### config.mk
export PLATFORM = sky130hd
export DESIGN_NAME = gcd_operand_sequencer
export DESIGN_NICKNAME = d
export VERILOG_FILES = /design/src/rtl/gcd_pkg.sv /design/src/rtl/gcd_pair_fifo.sv /design/src/rtl/gcd_operand_sequencer.sv
export SDC_FILE = /design/constraint.sdc
export NUM_CORES = 1
export LEC_CHECK = 0
export CAP_MARGIN = 20
export CORE_ASPECT_RATIO = 0.75
export CORE_MARGIN = 3
export CORE_UTILIZATION = 35
export DETAILED_ROUTE_END_ITERATION = 8
export DONT_BUFFER_PORTS = 1
export PLACE_DENSITY = 0.46
export SYNTH_ARGS = -nofsm -noshare
export SYNTH_HDL_FRONTEND = slang
export SYNTH_SLANG_ARGS = --single-unit
### constraint.sdc
create_clock -name clk -period 5.2 [get_ports clk]
set_input_delay 0.78 -clock clk [delete_from_list [all_inputs] [get_ports clk]]
set_output_delay 0.78 -clock clk [all_outputs]
set_load 0.01 [all_outputs]
### src/rtl/gcd_pkg.sv
// Shared types for the GCD operand sequencer: state encoding, widths and the
// timeout counter type.
package gcd_pkg;

    localparam int GCD_W = 8;
    localparam int TMO_W = 16;

    typedef enum logic [2:0] {
        S_IDLE = 3'd0,
        S_CLR  = 3'd1,
        S_LDA  = 3'd2,
        S_LDB  = 3'd3,
        S_WAIT = 3'd4,
        S_RESP = 3'd5
    } state_t;

    typedef logic [TMO_W-1:0] tmo_cnt_t;

endpackage

### src/rtl/gcd_pair_fifo.sv
// Synchronous FIFO holding {A,B} operand pairs; head entry is visible on
// rd_data whenever the FIFO is non-empty.
module gcd_pair_fifo #(
    parameter int WIDTH = 16,
    parameter int DEPTH = 4
) (
    input  logic             clk,
    input  logic             rst,
    input  logic             push,
    input  logic [WIDTH-1:0] wr_data,
    input  logic             pop,
    output logic [WIDTH-1:0] rd_data,
    output logic             full,
    output logic             empty
);

    localparam int AW = (DEPTH > 1) ? $clog2(DEPTH) : 1;

    typedef logic [AW-1:0] ptr_t;
    typedef logic [AW:0]   cnt_t;

    logic [WIDTH-1:0] mem [DEPTH];
    ptr_t             wr_ptr;
    ptr_t             rd_ptr;
    cnt_t             count;
    logic             do_push;
    logic             do_pop;

    assign do_push = push && !full;
    assign do_pop  = pop && !empty;

    always_ff @(posedge clk) begin
        if (rst) begin
            wr_ptr <= '0;
            rd_ptr <= '0;
            count  <= '0;
        end else begin
            if (do_push) wr_ptr <= wr_ptr + ptr_t'(1);
            if (do_pop)  rd_ptr <= rd_ptr + ptr_t'(1);
            case ({do_push, do_pop})
                2'b10:   count <= count + cnt_t'(1);
                2'b01:   count <= count - cnt_t'(1);
                default: count <= count;
            endcase
        end
    end

    // Storage carries data only, so it is left out of reset.
    always_ff @(posedge clk) begin
        if (do_push) mem[wr_ptr] <= wr_data;
    end

    assign rd_data = mem[rd_ptr];
    assign full    = (count == cnt_t'(DEPTH));
    assign empty   = (count == '0);

endmodule

### src/rtl/gcd_operand_sequencer.sv
// Front end for the subtractive GCD core: queues operand pairs, loads the core
// over its shared bus (A then B), waits for done or timeout, returns the result.
module gcd_operand_sequencer
    import gcd_pkg::*;
#(
    parameter int W       = GCD_W,
    parameter int DEPTH   = 4,
    parameter int TIMEOUT = 255
) (
    input  logic         clk,
    input  logic         rst,
    input  logic         in_valid,
    output logic         in_ready,
    input  logic [W-1:0] in_a,
    input  logic [W-1:0] in_b,
    output logic         core_rst,
    output logic         core_start,
    output logic [W-1:0] core_data,
    input  logic         core_done,
    input  logic [W-1:0] core_result,
    output logic         out_valid,
    input  logic         out_ready,
    output logic [W-1:0] out_gcd,
    output logic         out_err,
    output logic         busy
);

    localparam tmo_cnt_t TMO_LIMIT = tmo_cnt_t'(TIMEOUT);

    function automatic tmo_cnt_t sat_inc(input tmo_cnt_t c);
        return (c == '1) ? c : c + tmo_cnt_t'(1);
    endfunction

    state_t         state;
    tmo_cnt_t       tmo_cnt;
    logic [W-1:0]   op_a;
    logic [W-1:0]   op_b;

    logic           fifo_push;
    logic           fifo_pop;
    logic           fifo_full;
    logic           fifo_empty;
    logic [2*W-1:0] fifo_head;
    logic [W-1:0]   head_a;
    logic [W-1:0]   head_b;
    logic           head_has_zero;

    assign in_ready      = !fifo_full;
    assign fifo_push     = in_valid && in_ready;
    assign fifo_pop      = (state == S_IDLE) && !fifo_empty;
    assign head_a        = fifo_head[2*W-1:W];
    assign head_b        = fifo_head[W-1:0];
    assign head_has_zero = (head_a == '0) || (head_b == '0);

    gcd_pair_fifo #(
        .WIDTH (2*W),
        .DEPTH (DEPTH)
    ) u_fifo (
        .clk     (clk),
        .rst     (rst),
        .push    (fifo_push),
        .wr_data ({in_a, in_b}),
        .pop     (fifo_pop),
        .rd_data (fifo_head),
        .full    (fifo_full),
        .empty   (fifo_empty)
    );

    // Operand holding registers are pure data and never need a reset value.
    always_ff @(posedge clk) begin
        if (fifo_pop) begin
            op_a <= head_a;
            op_b <= head_b;
        end
    end

    // Every output is registered and assigned on the transition into the
    // state that owns it, so it is valid for exactly that state.
    always_ff @(posedge clk) begin
        if (rst) begin
            state      <= S_IDLE;
            tmo_cnt    <= '0;
            core_rst   <= 1'b0;
            core_start <= 1'b0;
            core_data  <= '0;
            out_valid  <= 1'b0;
            out_gcd    <= '0;
            out_err    <= 1'b0;
            busy       <= 1'b0;
        end else begin
            core_rst   <= 1'b0;
            core_start <= 1'b0;
            case (state)
                S_IDLE: begin
                    if (!fifo_empty) begin
                        busy <= 1'b1;
                        if (head_has_zero) begin
                            // gcd(0,x)=x; the subtractive core would never finish.
                            out_gcd   <= head_a | head_b;
                            out_err   <= 1'b0;
                            out_valid <= 1'b1;
                            state     <= S_RESP;
                        end else begin
                            core_rst <= 1'b1;
                            state    <= S_CLR;
                        end
                    end
                end
                S_CLR: begin
                    core_start <= 1'b1;
                    core_data  <= op_a;
                    state      <= S_LDA;
                end
                S_LDA: begin
                    core_data <= op_b;
                    tmo_cnt   <= '0;
                    state     <= S_LDB;
                end
                S_LDB: begin
                    tmo_cnt <= sat_inc(tmo_cnt);
                    state   <= S_WAIT;
                end
                S_WAIT: begin
                    // A done arriving on the timeout cycle still counts as success.
                    if (core_done) begin
                        out_gcd   <= core_result;
                        out_err   <= 1'b0;
                        out_valid <= 1'b1;
                        core_data <= '0;
                        state     <= S_RESP;
                    end else if (tmo_cnt >= TMO_LIMIT) begin
                        out_gcd   <= '0;
                        out_err   <= 1'b1;
                        out_valid <= 1'b1;
                        core_data <= '0;
                        state     <= S_RESP;
                    end else begin
                        tmo_cnt <= sat_inc(tmo_cnt);
                    end
                end
                S_RESP: begin
                    if (out_ready) begin
                        out_valid <= 1'b0;
                        busy      <= 1'b0;
                        state     <= S_IDLE;
                    end
                end
                default: begin
                    out_valid <= 1'b0;
                    core_data <= '0;
                    busy      <= 1'b0;
                    state     <= S_IDLE;
                end
            endcase
        end
    end

endmodule

==> results of run 1 <==
[cell usage in the layout, fill, tap and decap left out, types with 9 or more instances in the layout]
| cell type | count |
|---|---|
| edfxtp_1 | 80 |
| nor2_1 | 53 |
| dfxtp_1 | 49 |
| a21oi_1 | 24 |
| nand2_1 | 23 |
| clkbuf_16 | 17 |
| mux4_2 | 16 |
| xnor2_1 | 16 |
| nor3_1 | 15 |
| nand3_1 | 14 |
| inv_1 | 10 |
| a31oi_1 | 10 |
| nor3_2 | 10 |
| o21ai_1 | 9 |
[path summary, 6_finish.rpt]
kind,cells past startpoint,slack [ns],endpoint,start
worst max-delay path,6,1.89,tmo_cnt[14],state[2]
worst min-delay path,1,0.44,out_gcd[7],rst
worst max register to register,6,1.89,tmo_cnt[14],state[2]
worst min register to register,2,0.50,tmo_cnt[1],tmo_cnt[1]
[registers in the layout, summed over array words and instances, names as in the netlist, named ones only]
name and count:
u_fifo.wr_ptr 2, core_rst 1, op_a 8, tmo_cnt 16
u_fifo.count 3, state 3, out_gcd 8, core_data 8
u_fifo.mem 64, u_fifo.rd_ptr 2, out_valid 1, busy 1
op_b 8, core_start 1, out_err 1
[final cells by class]
cell class	count	share of cell area [%]
Sequential cell	129	55.1
Multi-Input combinational cell	259	30.1
Clock buffer	17	6.93
Timing Repair Buffer	2	0.245
Tap cell	200	4.08
Inverter	12	0.734
Clock inverter	13	2.77
[cells in the mapped netlist (all sizes together), types with 9 or more instances]
cell and count:
a21oi 24, nor3 25, dfxtp 49, mux4 16, nand3 15, xnor2 16
a31oi 11, buf 9, edfxtp 80, nand2 23, inv 11, nor2 53
o21ai 13, clkbuf 12
[cell families (layout without fill, tap and decap cells)]
family	Yosys count	after routing
buf+inv	33	44
compound gates	67	67
flops	129	129
simple gates	150	150
xor+xnor	19	19
mux	16	16
fa+ha+maj	7	7
[worst max-delay path, stage by stage (launching register included)]
cell and delay, ns:
dfxtp_1 0.73, inv_1 0.29, nor3_2 0.88, a31oi_2 0.55, nor4b_1 0.51, xnor2_1 0.17, nor2_1 0.05
[where the power goes]
group | internal [mW] | switching, mW | total [mW]
Clock | 0.788 | 0.405 | 1.19
Combinational | 0.341 | 0.593 | 0.934
Sequential | 1.35 | 0.170 | 1.52
[layer usage]
layer,routed length (um),global-route usage (%)
met1,5420,19.8
met2,4990,20.5
met3,819,6.63
met4,82,3.17
met5,20,0
[through the flow]
| stage | util (%) | setup WS, ns | area (sq um) |
|---|---|---|---|
| global route | 41.6 | 1.61 | 6140 |
| finish | 41.6 | 1.89 | 6140 |
| CTS | 41.6 | 1.92 | 6140 |
| floorplan | - | 2.03 | 5390 |
| detailed placement | 37.6 | 1.93 | 5540 |
| global placement | 37.6 | 2.03 | 5540 |
==> results.json, run 1 <==
{
  "antenna_cells": 0,
  "tightestPinTransition_ns": 1.00,
  "root_buffer": "clkbuf_16",
  "syn_avg_cell_area_sq_um": 12.8,
  "endpoint_kind": "flop",
  "dpl.cell_count": 602,
  "synth_xor_xnor_area_share_pct": 3.09,
  "drv_cap": 0,
  "status": "completed",
  "synth-simple-area-share_pct": 14.8,
  "grt_pass1_vias": 3243,
  "synth_seq_area_share_pct": 62.8,
  "rsz0062_at_grt": "false",
  "synth_top_area_share_pct": 44.6,
  "core_area_sq_um": 14700,
  "synth_area_sq_um": 5390,
  "setup_viol": 0,
  "cts_tree": "built",
  "place.gp.congestion": 0.811,
  "cts_buffers": 17,
  "fill_cells": 1402,
  "cp.required_ns": 5.47,
  "async_flop_share_pct": 0,
  "finalPower_mw": 3.65,
  "die_y_um": 113,
  "grt_first_pass_wirelength_mm": 18.1,
  "synth-edff-count": 80,
  "routed_wl_mm": 11.3,
  "cts_hold_buf": 0,
  "yosysTopAreaCell": "edfxtp_1",
  "floorplan.rows": 38,
  "p_leak_nw": 1.99,
  "yosys.area_share.adder_pct": 1.77,
  "regArea_sq_um": 3380,
  "crit_path_start_kind": "flop",
  "io_pins": 51,
  "synth-compound-area-share_pct": 7.90,
  "worstPathMaxFanout": 20,
  "setup_tns_ns": 0,
  "via_count": 3210,
  "finalHoldViolCount": 0,
  "drv_slew": 0,
  "nets": 457,
  "min_path_type": "in -> reg",
  "dieWidth_um": 149,
  "period_needed_ns": 3.31,
  "area_delta_synth_final_pct": 13.9,
  "synthCells": 421,
  "gr-total-overflow": 0,
  "viasPerCell": 5.08,
  "htreeDepth": 4,
  "cts_post_setup_buffers_inserted": 0,
  "die-area_sq_um": 16900,
  "start_util_pct": 36.5,
  "syn-num-nets": 457,
  "ys_top_cells_by_area": "edfxtp_1 (45%), dfxtp_1 (18%), mux4_2 (6.7%), nor2_1 (3.7%), xnor2_1 (2.6%)",
  "clock_skew_ns": 0.00548,
  "synth_cell_types": 52,
  "synth_top_family_by_area": "simple AND/OR/NAND/NOR gates",
  "grt_util_all_layers_pct": 14.3,
  "timing.hold.ws_ns": 0.444,
  "multi_input_area_sq_um": 1850,
  "layout.cells.non_filler": 632,
  "cts_buffer_depth": 2,
  "grt_max_degree": 35,
  "period_share_pct": 63.6,
  "muxShareOfSynthArea_pct": 6.69,
  "drive_above_1_share_pct": 15.0,
  "crit_type": "reg -> reg",
  "ys_ff_latch": 129,
  "hpwl_mm": 8.04,
  "port_buffers": 0,
  "wl_per_cell_um": 17.9,
  "first_iter_violations": 240,
  "ys_dominant_reg_cell": "edfxtp_1",
  "ant_nets": 0,
  "clkSinkCount": 129,
  "p_per_area_nw_per_um2": 595,
  "grt_antenna_before_repair": 1,
  "clock_latency_ns": 0.40,
  "maxSlewHeadroom_pct": 32.8,
  "route.detailed.drc": 0,
  "yosysWarnings": 0,
  "crit_arrival_ns": 3.58,
  "first_pass_iters": 5,
  "max-vdd-ir-drop_uv": 353,
  "cts-resized-gates": 0,
  "fmax_mhz": 302,
  "path_clk_slew_ns": 0.06
}
Power figures use the tool's default switching activity.
==> run 2, diff against run 1 <==
--- a/config.mk
+++ b/config.mk
@@ -11,7 +11,7 @@
 export CORE_UTILIZATION = 35
 export DETAILED_ROUTE_END_ITERATION = 8
 export DONT_BUFFER_PORTS = 1
-export PLACE_DENSITY = 0.46
+export PLACE_DENSITY = 0.48
 export SYNTH_ARGS = -nofsm -noshare
 export SYNTH_HDL_FRONTEND = slang
 export SYNTH_SLANG_ARGS = --single-unit
==> constraint.sdc (replaced) <==
create_clock -name clk -period 2.88 [get_ports clk]
set_input_delay 0.432 -clock clk [delete_from_list [all_inputs] [get_ports clk]]
set_output_delay 0.432 -clock clk [all_outputs]
set_load 0.01 [all_outputs]
==> results.json, run 2 (synthesis gave the netlist of run 1 again) <==
{
  "route.detailed.drc": 0,
  "largest_reg_flops": 64,
  "dieWidth_um": 149,
  "p_leak_nw": 2.05,
  "grt_max_degree": 35,
  "cp_common_cell": "inv_1",
  "design_area_sq_um": 6220,
  "cts_buffer_depth": 2,
  "grt_pass1_vias": 3210,
  "cts_buffers": 17,
  "p_clk_share_pct": 31.3,
  "htreeDepth": 4,
  "p_per_area_nw_per_um2": 1060,
  "critical_path.top_delay_family": "simple AND/OR/NAND/NOR gates",
  "core_area_sq_um": 14700,
  "finalHoldViolCount": 0,
  "fmax_mhz": 425,
  "antenna_cells": 0,
  "cts_post_setup_buffers_inserted": 0,
  "status": "completed",
  "cts_hold_buf": 0,
  "dp_slack_ns": 0.522,
  "final_common_cell": "edfxtp_1",
  "wl_per_cell_um": 18.3,
  "ant_nets": 0,
  "mostFrequentLayoutCells": "edfxtp_1 (80), nor2_1 (53), dfxtp_1 (49), a21oi_1 (24), nand2_1 (23)",
  "clock_skew_ns": 0.00908,
  "clkSinkCount": 129,
  "gr-total-overflow": 0,
  "drv_cap": 0,
  "min_path_type": "in -> reg",
  "critPathBufInv": 3,
  "setup_tns_ns": 0,
  "switchingPower_mw": 2.26,
  "floorplan.rows": 38,
  "io_pins": 51,
  "viasPerCell": 5.10,
  "grt_first_pass_wirelength_mm": 18.8,
  "crit_slowest_cell": "fa_1",
  "drv_slew": 0,
  "hpwl_mm": 8.26,
  "power.share.combinational_pct": 28.0,
  "die-area_sq_um": 16900,
  "layout_setup_ws_ns": 0.527,
  "switching_share_pct": 34.2,
  "top_register": "u_fifo.mem",
  "maxSlewHeadroom_pct": 58.3,
  "setup_viol": 0,
  "p_int_mw": 4.34,
  "period_needed_ns": 2.35,
  "worstPathMaxFanout": 6,
  "crit_arrival_ns": 2.69,
  "die_y_um": 113,
  "path_clk_slew_ns": 0.06,
  "root_buffer": "clkbuf_16",
  "drive_above_1_share_pct": 18.8,
  "grt_antenna_before_repair": 0,
  "rsz0062_at_grt": "false",
  "crit_path_start_kind": "flop",
  "crit_chain": "inv_1 -> nand3_1 -> and2_1 -> inv_1 -> ha_1 -> inv_1 -> fa_1 -> xor2_1 -> or3_1 -> a21oi_1",
  "endpoint_kind": "flop",
  "cp.required_ns": 3.22,
  "nets": 471,
  "period_share_pct": 81.7,
  "placed_cell_area_sq_um": 5650,
  "area_delta_synth_final_pct": 15.5,
  "top_regs": "u_fifo.mem x64, tmo_cnt x16",
  "slowest_delay_ns": 0.38,
  "crit_type": "reg -> reg",
  "clock_latency_ns": 0.41,
  "cts-resized-gates": 0,
  "first_pass_iters": 5,
  "place.gp.congestion": 0.784,
  "routed_wl_mm": 11.8,
  "tightestPinTransition_ns": 0.623,
  "cts_tree": "built",
  "grt_util_all_layers_pct": 14.7,
  "port_buffers": 0,
  "first_iter_violations": 266,
  "via_count": 3303,
  "timing.hold.ws_ns": 0.0977,
  "start_util_pct": 36.5,
  "seq_power_share_pct": 40.7,
  "max-vdd-ir-drop_uv": 475
}
==> run 2: path summary, 6_finish.rpt <==
check / from / end / slack [ns] / cells after the start
min: rst / out_gcd[6] / 0.1 / 1
max: u_fifo.count[0] / u_fifo.count[2] / 0.53 / 10
min reg2reg: u_fifo.wr_ptr[1] / u_fifo.wr_ptr[1] / 0.50 / 2
max reg2reg: u_fifo.count[0] / u_fifo.count[2] / 0.53 / 10
==> run 2: layout make-up <==
| cell class | instances | area, sq um |
|---|---|---|
| Sequential cell | 129 | 3380 |
| Clock inverter | 15 | 146 |
| Multi-Input combinational cell | 259 | 1850 |
| Fill cell | 1359 | 8520 |
| Inverter | 12 | 45.0 |
| Clock buffer | 17 | 425 |
| Timing Repair Buffer | 16 | 120 |
| Tap cell | 200 | 250 |
==> run 2: power groups by stage <==
stage	logic [mW]	registers (mW)	clock network, mW
2_1_floorplan	1.41	2.66	0
3_3_place_gp	1.83	2.73	0
3_5_place_dp	1.85	2.73	0
4_1_cts	1.86	2.70	2.13
5_1_grt	2.07	2.73	2.22
6_report	1.85	2.69	2.07
==> run 2: worst register-to-register path: stages (launching register included) <==
cell and delay, ns:
dfxtp_1 0.33, inv_1 0.10, nand3_1 0.25, and2_1 0.30
inv_1 0.08, ha_1 0.18, inv_1 0.06, fa_1 0.38
xor2_1 0.16, or3_1 0.31, a21oi_1 0.14
==> run 2: metal layers <==
metal  up-vias  routed length (um)  global-route usage (%)
met1      1608                6010                    22.1
met3         6                 738                    5.16
li1       1611                   -                       -
met4         0                  85                    4.76
met2        78                4990                    19.9
met5         -                   0                       0
==> run 2: per-stage QoR <==
step | util, % | cells | power [mW]
2_1_floorplan | - | 421 | 4.07
6_report | 42.2 | 648 | 6.60
5_1_grt | 42.2 | 648 | 7.02
3_3_place_gp | 38.3 | 616 | 4.56
3_5_place_dp | 38.3 | 616 | 4.59
4_1_cts | 42.2 | 648 | 6.69
